===== config.mk =====
export PLATFORM = sky130hd
export DESIGN_NAME = clint_arb_flat
export DESIGN_NICKNAME = d
export VERILOG_FILES = /design/src/rtl/clint_arb_if.sv /design/src/rtl/clint_arb.sv /design/src/flat_wrapper.sv
export SDC_FILE = /design/constraint.sdc
export NUM_CORES = 1
export LEC_CHECK = 0
export BUFFER_PORTS_ARGS = -buffer_cell sky130_fd_sc_hd__buf_2
export CAP_MARGIN = 15
export CORE_AREA = 2 2 236 238
export DETAILED_ROUTE_END_ITERATION = 8
export DIE_AREA = 0 0 238 240
export GPL_TIMING_DRIVEN = 0
export PLACE_DENSITY = 0.54
export SETUP_SLACK_MARGIN = 0.02
export SLEW_MARGIN = 40
export SYNTH_ARGS = -nofsm -noshare
export SYNTH_HDL_FRONTEND = slang
export SYNTH_SLANG_ARGS = --single-unit

===== constraint.sdc =====
create_clock -name clk -period 18.7 [get_ports clk]
set_input_delay 3.74 -clock clk [delete_from_list [all_inputs] [get_ports clk]]
set_output_delay 3.74 -clock clk [all_outputs]
set_load 0.02 [all_outputs]

===== src/rtl/clint_arb_if.sv =====
// Request/response port between one bus master and the CLINT arbiter.
// Ports: master drives valid/req/addr/size/wdata/rready and gets ready/rvalid/rdata/resp.
interface clint_arb_if #(
    parameter int ADDR_W = 64,
    parameter int DATA_W = 64
);
    logic              valid;
    logic              req;
    logic [ADDR_W-1:0] addr;
    logic [1:0]        size;
    logic [DATA_W-1:0] wdata;
    logic              ready;
    logic              rvalid;
    logic [DATA_W-1:0] rdata;
    logic [1:0]        resp;
    logic              rready;

    modport master (
        output valid, req, addr, size, wdata, rready,
        input  ready, rvalid, rdata, resp
    );

    modport slave (
        input  valid, req, addr, size, wdata, rready,
        output ready, rvalid, rdata, resp
    );
endinterface


===== src/rtl/clint_arb.sv =====
// Two-master round-robin arbiter and single-beat sequencer for the CLINT port.
// Ports: clk, rst (async high); m0_if/m1_if master ports; clint_* CLINT port.
module clint_arb #(
    parameter int                ADDR_W     = 64,
    parameter int                DATA_W     = 64,
    parameter logic [ADDR_W-1:0] CLINT_BASE = 64'h0200_0000,
    parameter logic [ADDR_W-1:0] CLINT_MASK = 64'h0000_FFFF
) (
    input  logic              clk,
    input  logic              rst,
    clint_arb_if.slave        m0_if,
    clint_arb_if.slave        m1_if,
    output logic              clint_valid_o,
    output logic              clint_req_o,
    output logic [ADDR_W-1:0] clint_addr_o,
    output logic [1:0]        clint_size_o,
    output logic [DATA_W-1:0] clint_wdata_o,
    input  logic              clint_ready_i,
    input  logic [DATA_W-1:0] clint_rdata_i,
    input  logic [1:0]        clint_resp_i
);
    typedef enum logic [1:0] {IDLE, ISSUE, RESP} state_e;

    state_e            state_q;
    logic              last_q;
    logic              gid_q;
    logic              req_q;
    logic [ADDR_W-1:0] addr_q;
    logic [1:0]        size_q;
    logic [DATA_W-1:0] wdata_q;
    logic [DATA_W-1:0] rdata_q;
    logic [1:0]        resp_q;

    logic              any_v;
    logic              win;
    logic [ADDR_W-1:0] win_addr;
    logic              hit;
    logic              accept;
    logic              rready_g;
    logic              in_resp;

    // On a tie the master not granted last wins; otherwise the lone
    // requester wins (m1 only when m1 alone is valid).
    always_comb begin
        any_v = m0_if.valid | m1_if.valid;
        if (m0_if.valid && m1_if.valid) begin
            win = ~last_q;
        end else begin
            win = m1_if.valid;
        end
        win_addr = win ? m1_if.addr : m0_if.addr;
        hit      = (win_addr & ~CLINT_MASK) == CLINT_BASE;
    end

    // Accept pulse is combinational; masked by rst so every output
    // reads 0 while reset is held.
    assign accept   = (state_q == IDLE) && any_v && !rst;
    assign m0_if.ready = accept && !win;
    assign m1_if.ready = accept && win;

    assign in_resp  = (state_q == RESP);
    assign rready_g = gid_q ? m1_if.rready : m0_if.rready;

    assign m0_if.rvalid = in_resp && !gid_q;
    assign m1_if.rvalid = in_resp && gid_q;
    assign m0_if.rdata  = m0_if.rvalid ? rdata_q : '0;
    assign m1_if.rdata  = m1_if.rvalid ? rdata_q : '0;
    assign m0_if.resp   = m0_if.rvalid ? resp_q : 2'b00;
    assign m1_if.resp   = m1_if.rvalid ? resp_q : 2'b00;

    // The CLINT updates on the write encoding even without valid, so the
    // whole request bus is zeroed outside ISSUE.
    assign clint_valid_o = (state_q == ISSUE);
    assign clint_req_o   = clint_valid_o && req_q;
    assign clint_addr_o  = clint_valid_o ? addr_q : '0;
    assign clint_size_o  = clint_valid_o ? size_q : 2'b00;
    assign clint_wdata_o = clint_valid_o ? wdata_q : '0;

    always_ff @(posedge clk or posedge rst) begin
        if (rst) begin
            state_q <= IDLE;
            last_q  <= 1'b1;
            gid_q   <= 1'b0;
            req_q   <= 1'b0;
            addr_q  <= '0;
            size_q  <= 2'b00;
            wdata_q <= '0;
            rdata_q <= '0;
            resp_q  <= 2'b00;
        end else begin
            unique case (state_q)
                IDLE: begin
                    if (any_v) begin
                        gid_q   <= win;
                        last_q  <= win;
                        req_q   <= win ? m1_if.req : m0_if.req;
                        addr_q  <= win_addr;
                        size_q  <= win ? m1_if.size : m0_if.size;
                        wdata_q <= win ? m1_if.wdata : m0_if.wdata;
                        if (hit) begin
                            state_q <= ISSUE;
                        end else begin
                            state_q <= RESP;
                            rdata_q <= '0;
                            resp_q  <= 2'b11;
                        end
                    end
                end
                ISSUE: begin
                    if (clint_ready_i) begin
                        rdata_q <= req_q ? '0 : clint_rdata_i;
                        resp_q  <= clint_resp_i;
                        state_q <= RESP;
                    end
                end
                RESP: begin
                    if (rready_g) begin
                        state_q <= IDLE;
                    end
                end
                default: state_q <= IDLE;
            endcase
        end
    end
endmodule


===== src/flat_wrapper.sv =====
// flat-port wrapper written by rule: the top's interface ports become plain ports
module clint_arb_flat 
#(
    parameter int                ADDR_W     = 64,
    parameter int                DATA_W     = 64,
    parameter logic [ADDR_W-1:0] CLINT_BASE = 64'h0200_0000,
    parameter logic [ADDR_W-1:0] CLINT_MASK = 64'h0000_FFFF
)
  (clk, rst, clint_valid_o, clint_req_o, clint_addr_o, clint_size_o, clint_wdata_o, clint_ready_i, clint_rdata_i, clint_resp_i, m0_if_valid, m0_if_req, m0_if_addr, m0_if_size, m0_if_wdata, m0_if_rready, m0_if_ready, m0_if_rvalid, m0_if_rdata, m0_if_resp, m1_if_valid, m1_if_req, m1_if_addr, m1_if_size, m1_if_wdata, m1_if_rready, m1_if_ready, m1_if_rvalid, m1_if_rdata, m1_if_resp);
  clint_arb_if #(.ADDR_W(ADDR_W), .DATA_W(DATA_W)) m0_if_i ();
  clint_arb_if #(.ADDR_W(ADDR_W), .DATA_W(DATA_W)) m1_if_i ();
  input  logic clk;
  input  logic rst;
  output logic clint_valid_o;
  output logic clint_req_o;
  output logic [ADDR_W-1:0] clint_addr_o;
  output logic [1:0] clint_size_o;
  output logic [DATA_W-1:0] clint_wdata_o;
  input  logic clint_ready_i;
  input  logic [DATA_W-1:0] clint_rdata_i;
  input  logic [1:0] clint_resp_i;
  input wire logic [$bits(m0_if_i.valid)-1:0] m0_if_valid;
  input wire logic [$bits(m0_if_i.req)-1:0] m0_if_req;
  input wire logic [$bits(m0_if_i.addr)-1:0] m0_if_addr;
  input wire logic [$bits(m0_if_i.size)-1:0] m0_if_size;
  input wire logic [$bits(m0_if_i.wdata)-1:0] m0_if_wdata;
  input wire logic [$bits(m0_if_i.rready)-1:0] m0_if_rready;
  output wire logic [$bits(m0_if_i.ready)-1:0] m0_if_ready;
  output wire logic [$bits(m0_if_i.rvalid)-1:0] m0_if_rvalid;
  output wire logic [$bits(m0_if_i.rdata)-1:0] m0_if_rdata;
  output wire logic [$bits(m0_if_i.resp)-1:0] m0_if_resp;
  input wire logic [$bits(m1_if_i.valid)-1:0] m1_if_valid;
  input wire logic [$bits(m1_if_i.req)-1:0] m1_if_req;
  input wire logic [$bits(m1_if_i.addr)-1:0] m1_if_addr;
  input wire logic [$bits(m1_if_i.size)-1:0] m1_if_size;
  input wire logic [$bits(m1_if_i.wdata)-1:0] m1_if_wdata;
  input wire logic [$bits(m1_if_i.rready)-1:0] m1_if_rready;
  output wire logic [$bits(m1_if_i.ready)-1:0] m1_if_ready;
  output wire logic [$bits(m1_if_i.rvalid)-1:0] m1_if_rvalid;
  output wire logic [$bits(m1_if_i.rdata)-1:0] m1_if_rdata;
  output wire logic [$bits(m1_if_i.resp)-1:0] m1_if_resp;
  assign m0_if_i.valid = m0_if_valid;
  assign m0_if_i.req = m0_if_req;
  assign m0_if_i.addr = m0_if_addr;
  assign m0_if_i.size = m0_if_size;
  assign m0_if_i.wdata = m0_if_wdata;
  assign m0_if_i.rready = m0_if_rready;
  assign m0_if_ready = m0_if_i.ready;
  assign m0_if_rvalid = m0_if_i.rvalid;
  assign m0_if_rdata = m0_if_i.rdata;
  assign m0_if_resp = m0_if_i.resp;
  assign m1_if_i.valid = m1_if_valid;
  assign m1_if_i.req = m1_if_req;
  assign m1_if_i.addr = m1_if_addr;
  assign m1_if_i.size = m1_if_size;
  assign m1_if_i.wdata = m1_if_wdata;
  assign m1_if_i.rready = m1_if_rready;
  assign m1_if_ready = m1_if_i.ready;
  assign m1_if_rvalid = m1_if_i.rvalid;
  assign m1_if_rdata = m1_if_i.rdata;
  assign m1_if_resp = m1_if_i.resp;
  clint_arb #(.ADDR_W(ADDR_W), .DATA_W(DATA_W), .CLINT_BASE(CLINT_BASE), .CLINT_MASK(CLINT_MASK)) u_core (.clk(clk), .rst(rst), .m0_if(m0_if_i), .m1_if(m1_if_i), .clint_valid_o(clint_valid_o), .clint_req_o(clint_req_o), .clint_addr_o(clint_addr_o), .clint_size_o(clint_size_o), .clint_wdata_o(clint_wdata_o), .clint_ready_i(clint_ready_i), .clint_rdata_i(clint_rdata_i), .clint_resp_i(clint_resp_i));
endmodule

==> metrics.cfg <==
[outcome]
status = completed

[timing]
period_share_pct = 49.6
drv_slew = 0
finalHoldViolCount = 0
setup-violations-final = 0
holdWs_ps = 485
tns_ps = 0
postLayoutSetupSlackWorst_ps = 9420
fmax_mhz = 108
layout_min_cycle_time_ps = 9280
fin_worst_skew_ps = 28.4
max-slew-margin-rel_pct = 39.8
rsz0062_at_grt = no
worst_pin_slew_ps = 894

[cells_and_area]
drive_above_1_share_pct = 33.8
fill_cells = 6037
nets = 2321
synthToLayoutAreaGrowth_pct = 45.8
finalNonFillerCells = 2712

[clock_network]
postCtsSetupBuffers = 0
htreeDepth = 1
cts_root_buffer = clkbuf_16
cts_resized = 0
clockBufferDepth = 3
cts.clk_slew.worst_paths_ps = 60
clock-sinks = 201
cts_buffers = 27
cts_tree = built
hold_buffers = 0
clock_latency_ps = 550

[placement]
gp_congestion = 0.906
post-dp-hpwl_mm = 40.9
buffer_ports.inserted = 602
dp.cells = 2661
dp_worst_setup_slack_ps = 9350

[power]
internal_power_uw = 1130
p_clk_share_pct = 30.1
power.total_uw = 1800
p_sw_uw = 660
comb_power_share_pct = 33.1
power_per_cell_area_mw_per_mm2 = 115
switching_share_pct = 36.8
power.ir.vdd_worst_mv = 0.0593
power_frac_seq_pct = 36.9
power.leakage_uw = 0.00792

[global_route]
grt_max_degree = 74
antenna_found_initial = 9
grt-ovfl-total = 0
grt_use_total_pct = 17.0
grt_pass1_vias = 11800
grt_pass1_wl_mm = 73.6

[routing]
routed_wl_mm = 50.8
route.detailed.drc = 0
firstDrtPassIters = 5
post_drt_wl_per_cell_um = 18.7
antenna_left = 0
via_per_inst = 4.40
vias = 11900
drt_first_iter_violations = 538

[logic_synthesis]
syn_nets = 1688
synth-main-ff-cell = dfrtp_1
netlist_instances = 1353
yosys-top-cells-area = dfrtp_1 47%, nand2_1 12%, nor2_1 9.5%
yosysSeqAreaShare_pct = 47.2
synth_edf_count = 0
ys_warn_count = 0
synth_top_area_cell = dfrtp_1
synthDistinctLibCells = 31
ys_seq_elements = 201
synthArstFlopShare_pct = 100
synth.avg_cell_area_um2 = 7.89
syn_area_mm2 = 0.0107
yosysTopAreaCellShare_pct = 46.9

[worst_setup_path]
worst-path-max-fanout = 10
required_ps = 14960
start_kind = input pin
cp.arrival_ps = 5540
worstSetupEndpointType = output port
critical_path_class = in -> out

[die]
rows = 86
io_pins = 603
core-area_mm2 = 0.0547
die_area_mm2 = 0.0571
die_y_um = 240
initial_core_util_pct = 19.5
die_w_um = 238

[worst_hold_path]
min_path_type = reg -> reg

[job]
maxCapViolations = 0

==> critical path, stage by stage <==
cell      delay [ps]
buf_2            140
a21bo_1          210
buf_2            320
clkbuf_2         390
buf_1            430
nor3_1           110
buf_2            190
==> power by group through the flow <==
stage | combinational, uW | sequential [uW] | clock [uW]
2_1_floorplan | 404 | 636 | 0
3_3_place_gp | 587 | 664 | 0
3_5_place_dp | 600 | 668 | 0
4_1_cts | 601 | 662 | 555
5_1_grt | 661 | 679 | 571
6_report | 594 | 662 | 540
==> worst paths after layout <==
kind	start	slack, ps	cells after the start	endpoint
setup / recovery	m1_if_valid	9420	7	m1_if_ready
max in group asynchronous	rst	14660	3	u_core.wdata_q[0]$_DFFE_PP0P_
min in group asynchronous	rst	3270	2	u_core.addr_q[37]$_DFFE_PP0P_
hold / removal	u_core.last_q$_DFFE_PP1P_	490	2	u_core.last_q$_DFFE_PP1P_
hold reg to reg	u_core.last_q$_DFFE_PP1P_	490	2	u_core.last_q$_DFFE_PP1P_
setup reg to reg	u_core.last_q$_DFFE_PP1P_	16050	8	u_core.rdata_q[0]$_DFFE_PP0P_
==> flip-flops by register name (all words and copies together), names as in the netlist <==
name	flops
u_core.addr_q	64
u_core.gid_q	1
u_core.last_q	1
u_core.rdata_q	64
u_core.req_q	1
u_core.resp_q	2
u_core.size_q	2
u_core.state_q	2
u_core.wdata_q	64
==> routing by layer <==
layer	GRT usage, %	wire (um)	up-vias
li1	-	-	5623
met1	21.3	21000	5696
met5	0	44	-
met2	28.8	24100	534
met3	3.83	3800	82
met4	5.97	1800	6
==> stage by stage <==
step | util, % | area (um^2)
final | 28.5 | 15600
after global placement | 26.6 | 14600
after global routing | 28.5 | 15600
after detailed placement | 26.8 | 14600
after CTS | 28.4 | 15500
after floorplan | - | 10700
==> placed cells by master (no fill, tap or decap), types with 4 or more instances in the layout <==
cell and count:
a31oi_1 131, and2_1 133, buf_1 6, buf_12 4
buf_2 615, bufinv_16 4, clkbuf_1 76, clkbuf_16 27
clkbuf_2 4, clkbuf_8 5, dfrtp_1 200, diode_2 6
inv_1 67, mux2i_1 66, nand2_1 329, nand4_1 8
nor2_1 268, nor4_1 22
==> cell type report <==
cell class,instances,area [um^2],area share (%)
Multi-Input combinational cell,979,4900,31.5
Sequential cell,201,5030,32.3
Antenna cell,6,15.0,0.0965
Tap cell,704,881,5.66
Clock inverter,9,153,0.981
Clock buffer,36,759,4.88
Timing Repair Buffer,604,3070,19.7
Inverter,71,274,1.76
Buffer,102,484,3.11
==> kinds of logic after synthesis <==
| family | Yosys count | share of synthesized area, % |
|---|---|---|
| DFF | 201 | 47.2 |
| AOI/OAI and AO/OA | 144 | 8.56 |
| and+or+nand+nor | 769 | 31.1 |
| buffers and inverters | 173 | 6.99 |
| muxes | 66 | 6.19 |
==> cells in the mapped netlist, drive strengths merged (3+ instances only) <==
| cell type | number |
|---|---|
| a31oi | 131 |
| and2 | 133 |
| buf | 26 |
| clkbuf | 76 |
| dfrtp | 200 |
| inv | 71 |
| mux2i | 66 |
| nand2 | 329 |
| nand4 | 8 |
| nor2 | 269 |
| nor3 | 3 |
| nor4 | 22 |
| o21ai | 3 |
Note: power is estimated with default switching activity, not from simulation.
